### config.mk
export PLATFORM = sky130hd
export DESIGN_NAME = lane_pipe_reg
export DESIGN_NICKNAME = d
export VERILOG_FILES = /design/src/rtl/lane_pipe_pkg.sv /design/src/rtl/lane_pipe_stage.sv /design/src/rtl/lane_pipe_reg.sv
export SDC_FILE = /design/constraint.sdc
export NUM_CORES = 1
export LEC_CHECK = 0
export ABC_AREA = 1
export BUFFER_PORTS_ARGS = -buffer_cell sky130_fd_sc_hd__buf_4
export CORE_ASPECT_RATIO = 0.9
export CORE_MARGIN = 1
export CORE_UTILIZATION = 51
export DETAILED_ROUTE_END_ITERATION = 7
export HOLD_SLACK_MARGIN = 0.1
export PLACE_DENSITY = 0.88
export SLEW_MARGIN = 20
export SYNTH_ARGS = -nofsm -noshare
export SYNTH_HDL_FRONTEND = slang
export SYNTH_HIERARCHICAL = 1
export SYNTH_SLANG_ARGS = --single-unit
### constraint.sdc
create_clock -name clk -period 1.42 [get_ports clk]
set_input_delay 0 -clock clk [delete_from_list [all_inputs] [get_ports clk]]
set_output_delay 0 -clock clk [all_outputs]
set_load 0.02 [all_outputs]
### src/rtl/lane_pipe_pkg.sv
// Shared constants and helpers for the multi-lane elastic pipeline register.
package lane_pipe_pkg;

  // Legal parameter ranges for lane_pipe_reg.
  localparam int WIDTH_MIN = 1;
  localparam int WIDTH_MAX = 64;
  localparam int LANES_MIN = 1;
  localparam int LANES_MAX = 32;
  localparam int DEPTH_MIN = 1;
  localparam int DEPTH_MAX = 16;

  // Bits needed to count 0..depth valid stages in one lane.
  function automatic int occ_width(input int depth);
    return $clog2(depth + 1);
  endfunction

endpackage

### src/rtl/lane_pipe_stage.sv
// One elastic pipeline stage: a data register plus a valid bit.
// The load enable (i_ready) is this stage's ready, computed by the lane.
// The data register is forced to zero whenever the stage is empty, so the
// last stage can drive out_data straight from its register.
module lane_pipe_stage #(
  parameter int WIDTH = 1
) (
  input  logic             clk,
  input  logic             rst_n,
  input  logic             i_flush,
  input  logic             i_ready,
  input  logic             i_up_valid,
  input  logic [WIDTH-1:0] i_up_data,
  output logic             o_valid,
  output logic [WIDTH-1:0] o_data
);

  logic             r_valid;
  logic [WIDTH-1:0] r_data;

  // Stage register: clear on reset/flush, load from upstream when ready, else hold.
  always_ff @(posedge clk or negedge rst_n) begin
    // NOTE: the data register is reset too, not only the valid bit, because
    // out_data must read zero whenever nothing valid sits in the stage.
    if (!rst_n) begin
      r_valid <= 1'b0;
      r_data  <= '0;
    end else if (i_flush) begin
      r_valid <= 1'b0;
      r_data  <= '0;
    end else if (i_ready) begin
      // NOTE: non-blocking assignments let every stage sample the old value
      // of its neighbour on the same edge, which is what makes this a pipeline.
      r_valid <= i_up_valid;
      r_data  <= i_up_valid ? i_up_data : '0;
    end
  end

  assign o_valid = r_valid;
  assign o_data  = r_data;

endmodule

### src/rtl/lane_pipe_reg.sv
// LANES independent elastic pipelines, each DEPTH stages deep, with a
// combinational ready chain (no bubbles), per-lane flush and a registered
// per-lane occupancy count.
module lane_pipe_reg
  import lane_pipe_pkg::*;
#(
  parameter  int WIDTH = 1,
  parameter  int LANES = 4,
  parameter  int DEPTH = 2,
  localparam int CW    = occ_width(DEPTH)
) (
  input  logic                   clk,
  input  logic                   rst_n,
  input  logic [LANES-1:0]       in_valid,
  output logic [LANES-1:0]       in_ready,
  input  logic [LANES*WIDTH-1:0] in_data,
  output logic [LANES-1:0]       out_valid,
  input  logic [LANES-1:0]       out_ready,
  output logic [LANES*WIDTH-1:0] out_data,
  input  logic [LANES-1:0]       flush,
  output logic [LANES*CW-1:0]    occupancy
);

  for (genvar l = 0; l < LANES; l++) begin : g_lane
    logic [DEPTH-1:0]       w_valid;
    logic [DEPTH:0]         w_ready;
    logic [DEPTH*WIDTH-1:0] w_data;
    logic                   w_accept;
    logic                   w_emit;
    logic [CW-1:0]          r_occ;

    // Ready chain: a stage is ready when empty or when the stage after it is ready.
    always_comb begin
      // NOTE: every bit of w_ready is written on every evaluation, so no latch
      // can be inferred even though the loop builds the chain bit by bit.
      w_ready[DEPTH] = out_ready[l];
      for (int k = DEPTH - 1; k >= 0; k--) begin
        w_ready[k] = ~w_valid[k] | w_ready[k+1];
      end
    end

    for (genvar k = 0; k < DEPTH; k++) begin : g_stage
      logic             w_up_valid;
      logic [WIDTH-1:0] w_up_data;

      if (k == 0) begin : g_head
        assign w_up_valid = in_valid[l];
        assign w_up_data  = in_data[l*WIDTH +: WIDTH];
      end else begin : g_body
        assign w_up_valid = w_valid[k-1];
        assign w_up_data  = w_data[(k-1)*WIDTH +: WIDTH];
      end

      lane_pipe_stage #(
        .WIDTH (WIDTH)
      ) u_stage (
        .clk        (clk),
        .rst_n      (rst_n),
        .i_flush    (flush[l]),
        .i_ready    (w_ready[k]),
        .i_up_valid (w_up_valid),
        .i_up_data  (w_up_data),
        .o_valid    (w_valid[k]),
        .o_data     (w_data[k*WIDTH +: WIDTH])
      );
    end

    // A flushing lane refuses new words; the stage-0 clear already drops them.
    assign in_ready[l] = w_ready[0] & ~flush[l];
    assign w_accept    = in_valid[l] & in_ready[l];
    assign w_emit      = w_valid[DEPTH-1] & out_ready[l];

    // Occupancy: +1 on accept only, -1 on emit only, zero on flush.
    always_ff @(posedge clk or negedge rst_n) begin
      if (!rst_n) begin
        r_occ <= '0;
      end else if (flush[l]) begin
        r_occ <= '0;
      end else if (w_accept && !w_emit) begin
        r_occ <= r_occ + CW'(1);
      end else if (!w_accept && w_emit) begin
        r_occ <= r_occ - CW'(1);
      end
    end

    assign out_valid[l]                = w_valid[DEPTH-1];
    assign out_data[l*WIDTH +: WIDTH]  = w_data[(DEPTH-1)*WIDTH +: WIDTH];
    assign occupancy[l*CW +: CW]       = r_occ;
  end

endmodule

==> flow_summary.json <==
{
  "fin_crit_sh_pct": 89.4,
  "clock_path_buffers": 2,
  "cts_htree_levels": 1,
  "route.detailed.drc": 4,
  "floorplan.die_area_um2": 2940,
  "timing.final.setup_violations": 0,
  "wirelength_um": 3070,
  "net_count_reported_at_finish": 274,
  "worstSkewPairLatency_ns": 0.32,
  "final_core_util_pct": 78.6,
  "hold_viol": 0,
  "seq_area_frac_synth_pct": 43.1,
  "first_global_vias": 1304,
  "max-slew-margin-rel_pct": 65.9,
  "synthesized_netlist_cell_count": 193,
  "tightest_slew_ns": 0.510,
  "cp_max_fo": 15,
  "detailroute.via_count": 1376,
  "outcome": "finished with violations",
  "initial_core_util_pct": 55.5,
  "critical_path.endpoint_type": "asynchronous set/reset pin",
  "grt_setup_unrepaired": "false",
  "worst_hold_path_type": "in2async",
  "wire_length_of_the_first_global_routing_pass_um": 5350,
  "skew_ns": 0.0137,
  "std_cell_rows": 17,
  "worst-setup-path-type": "in2async",
  "static-leakage-power_nw": 1.13,
  "max_clock_freq_ghz": 0.788,
  "synth-warning-count": 6,
  "count_of_routing_violations_after_the_opening_detailed_route_iteration": 83,
  "synthesis.area_per_instance_um2": 7.22,
  "fin_tns_setup_ns": 0,
  "netlist_area_um2": 1390,
  "fin_hold_ws_ns": 0.0854,
  "synth.net_count": 211,
  "distinct_cells_synth": 14,
  "average_vias_per_placed_instance": 4.86,
  "maxCapViolCount": 0,
  "avgRoutedWirePerCell_um": 10.9,
  "grt_use_total_pct": 23.8,
  "cts_inserted_buffers": 3,
  "gp_congestion": 0.810,
  "quantity_of_hold_fixing_buffers_added_after_cts": 21,
  "antenna_found_initial": 0,
  "timing.final.crit_period_ns": 1.27,
  "cts.reportedPaths.clkPinSlew_ns": 0.14,
  "cts_root_buf": "sky130_fd_sc_hd__clkbuf_4",
  "ys_ff_latch": 24,
  "cts_tree": "built",
  "area_overhead_vs_synth_pct": 41.6,
  "totalPowerFinal_w": 0.00180,
  "final-max-slew-violation-count": 0,
  "power_per_cell_area_nw_per_um2": 913,
  "ioPinCount": 38,
  "ant_nets": 0,
  "firstDrtPassIters": 7,
  "total_congestion_overflow_after_global_routing": 0,
  "arrival_ns": 1.72,
  "irDropWorstVdd_v": 0.000864,
  "crit_path_start_kind": "input pin",
  "cts_num_sinks": 24,
  "die_x_um": 57.1,
  "floorplan.core_area_um2": 2510,
  "number_of_port_buffers": 37,
  "count_of_antenna_diodes_in_the_layout": 0,
  "worstPathRequired_ns": 1.87,
  "die_height_um": 51.6,
  "failing_checks": "DRC",
  "largest_net_degree_at_the_start_of_global_routing": 15,
  "dpl.hpwl_um": 2010,
  "post_route_cells_drive_above_1_share_pct": 29.8
}
-- final cells by class --
cell class,instances,area [um2]
clock inverters,1,30.0
repair buffers,58,485
fillers,175,538
multi-input cells,134,661
flip-flops and latches,24,602
well taps,28,35.0
inverters,35,136
clock buffers,3,22.5
-- where the power goes --
group / switching [W] / total (W) / internal [W] / leakage, nW
logic: 0.000272 / 0.000492 / 0.000221 / 0.789
registers: 0.0000628 / 0.000807 / 0.000744 / 0.315
clock network: 0.000215 / 0.000500 / 0.000286 / 0.0279
total: 0.000549 / 0.00180 / 0.00125 / 1.13
-- through the flow --
stage	instance area [um2]	worst slack, ns	std cells
after floorplan	1390	0.225	193
after global placement	1710	0.273	258
after detailed placement	1710	0.254	258
after CTS	1970	0.0281	283
after global routing	1970	0.00501	283
final	1970	0.150	283
-- cell families (layout without fill, tap and decap cells) --
kind of cell | after synthesis | after routing | synth area share, %
AND/OR/NAND/NOR | 126 | 126 | 43.7
buffers and inverters | 35 | 97 | 9.79
flip-flops | 24 | 24 | 43.1
AO/OA/AOI/OAI | 6 | 6 | 2.16
XOR/XNOR | 2 | 2 | 1.26
-- cell usage after synthesis, drive strengths merged --
master | n | area, um2
xor2 | 2 | 17.5
inv | 34 | 128
clkinv | 1 | 8.76
nor2 | 15 | 86.3
o21ai | 6 | 30.0
dfrtp | 24 | 601
nand2 | 78 | 303
nand3 | 22 | 150
nand4 | 11 | 68.8
-- sequential cells by signal, indices dropped and copies added (netlist names) --
signal,count
g_lane.g_stage.u_stage/o_data,8
g_lane.g_stage.u_stage/o_valid,8
g_lane.r_occ,8
-- final timing paths --
| path | start | endpoint | slack [ns] | cells after the start |
|---|---|---|---|---|
| max in group clk | g_lane[1].g_stage[1].u_stage/o_valid | in_ready[1] | 0.17 | 4 |
| min | rst_n | g_lane[1].g_stage[1].u_stage/o_data | 0.09 | 2 |
| max reg2reg | g_lane[1].g_stage[1].u_stage/o_valid | g_lane[1].r_occ[0] | 0.19 | 7 |
| min reg2reg | g_lane[1].g_stage[1].u_stage/o_data | g_lane[1].g_stage[1].u_stage/o_data | 0.51 | 2 |
| min in group clk | in_data[1] | g_lane[1].g_stage[0].u_stage/o_data | 0.47 | 4 |
| max | rst_n | g_lane[3].g_stage[1].u_stage/o_valid | 0.15 | 3 |
-- layer usage --
layer	wire length, um	part of all wire [%]	track usage, %
met1	1430	47	27.8
met3	109	3.5	5.47
met5	0	0	0
met2	1510	49	44.1
met4	21	0.68	6.50
-- worst max-delay path, cell delays in order --
cell	delay, ns
sky130_fd_sc_hd__dlygate4sd3_1	0.55
sky130_fd_sc_hd__buf_4	0.24
sky130_fd_sc_hd__dlygate4sd3_1	0.91
-- layout by cell type (no fill, tap or decap), types with 2 or more instances in the layout --
cell | Yosys | routed
sky130_fd_sc_hd__nand2_1 | 74 | 72
sky130_fd_sc_hd__buf_4 | 0 | 39
sky130_fd_sc_hd__inv_1 | 29 | 29
sky130_fd_sc_hd__dfrtp_1 | 24 | 23
sky130_fd_sc_hd__dlygate4sd3_1 | 0 | 18
sky130_fd_sc_hd__nand3_1 | 14 | 14
sky130_fd_sc_hd__nor2_2 | 12 | 12
sky130_fd_sc_hd__nand4_1 | 11 | 11
sky130_fd_sc_hd__nand3_2 | 8 | 8
sky130_fd_sc_hd__nand2_2 | 4 | 6
sky130_fd_sc_hd__inv_2 | 5 | 5
sky130_fd_sc_hd__o21ai_1 | 5 | 5
sky130_fd_sc_hd__nor2_1 | 3 | 3
sky130_fd_sc_hd__clkbuf_4 | 0 | 3
sky130_fd_sc_hd__xor2_1 | 2 | 2
-- what timing repair did --
item	in CTS	in global routing
endpoints found under the setup margin	0	2
setup buffers	0	2
endpoints found under the hold margin	48	14
resized for setup	0	4
Power figures use the tool's default switching activity.
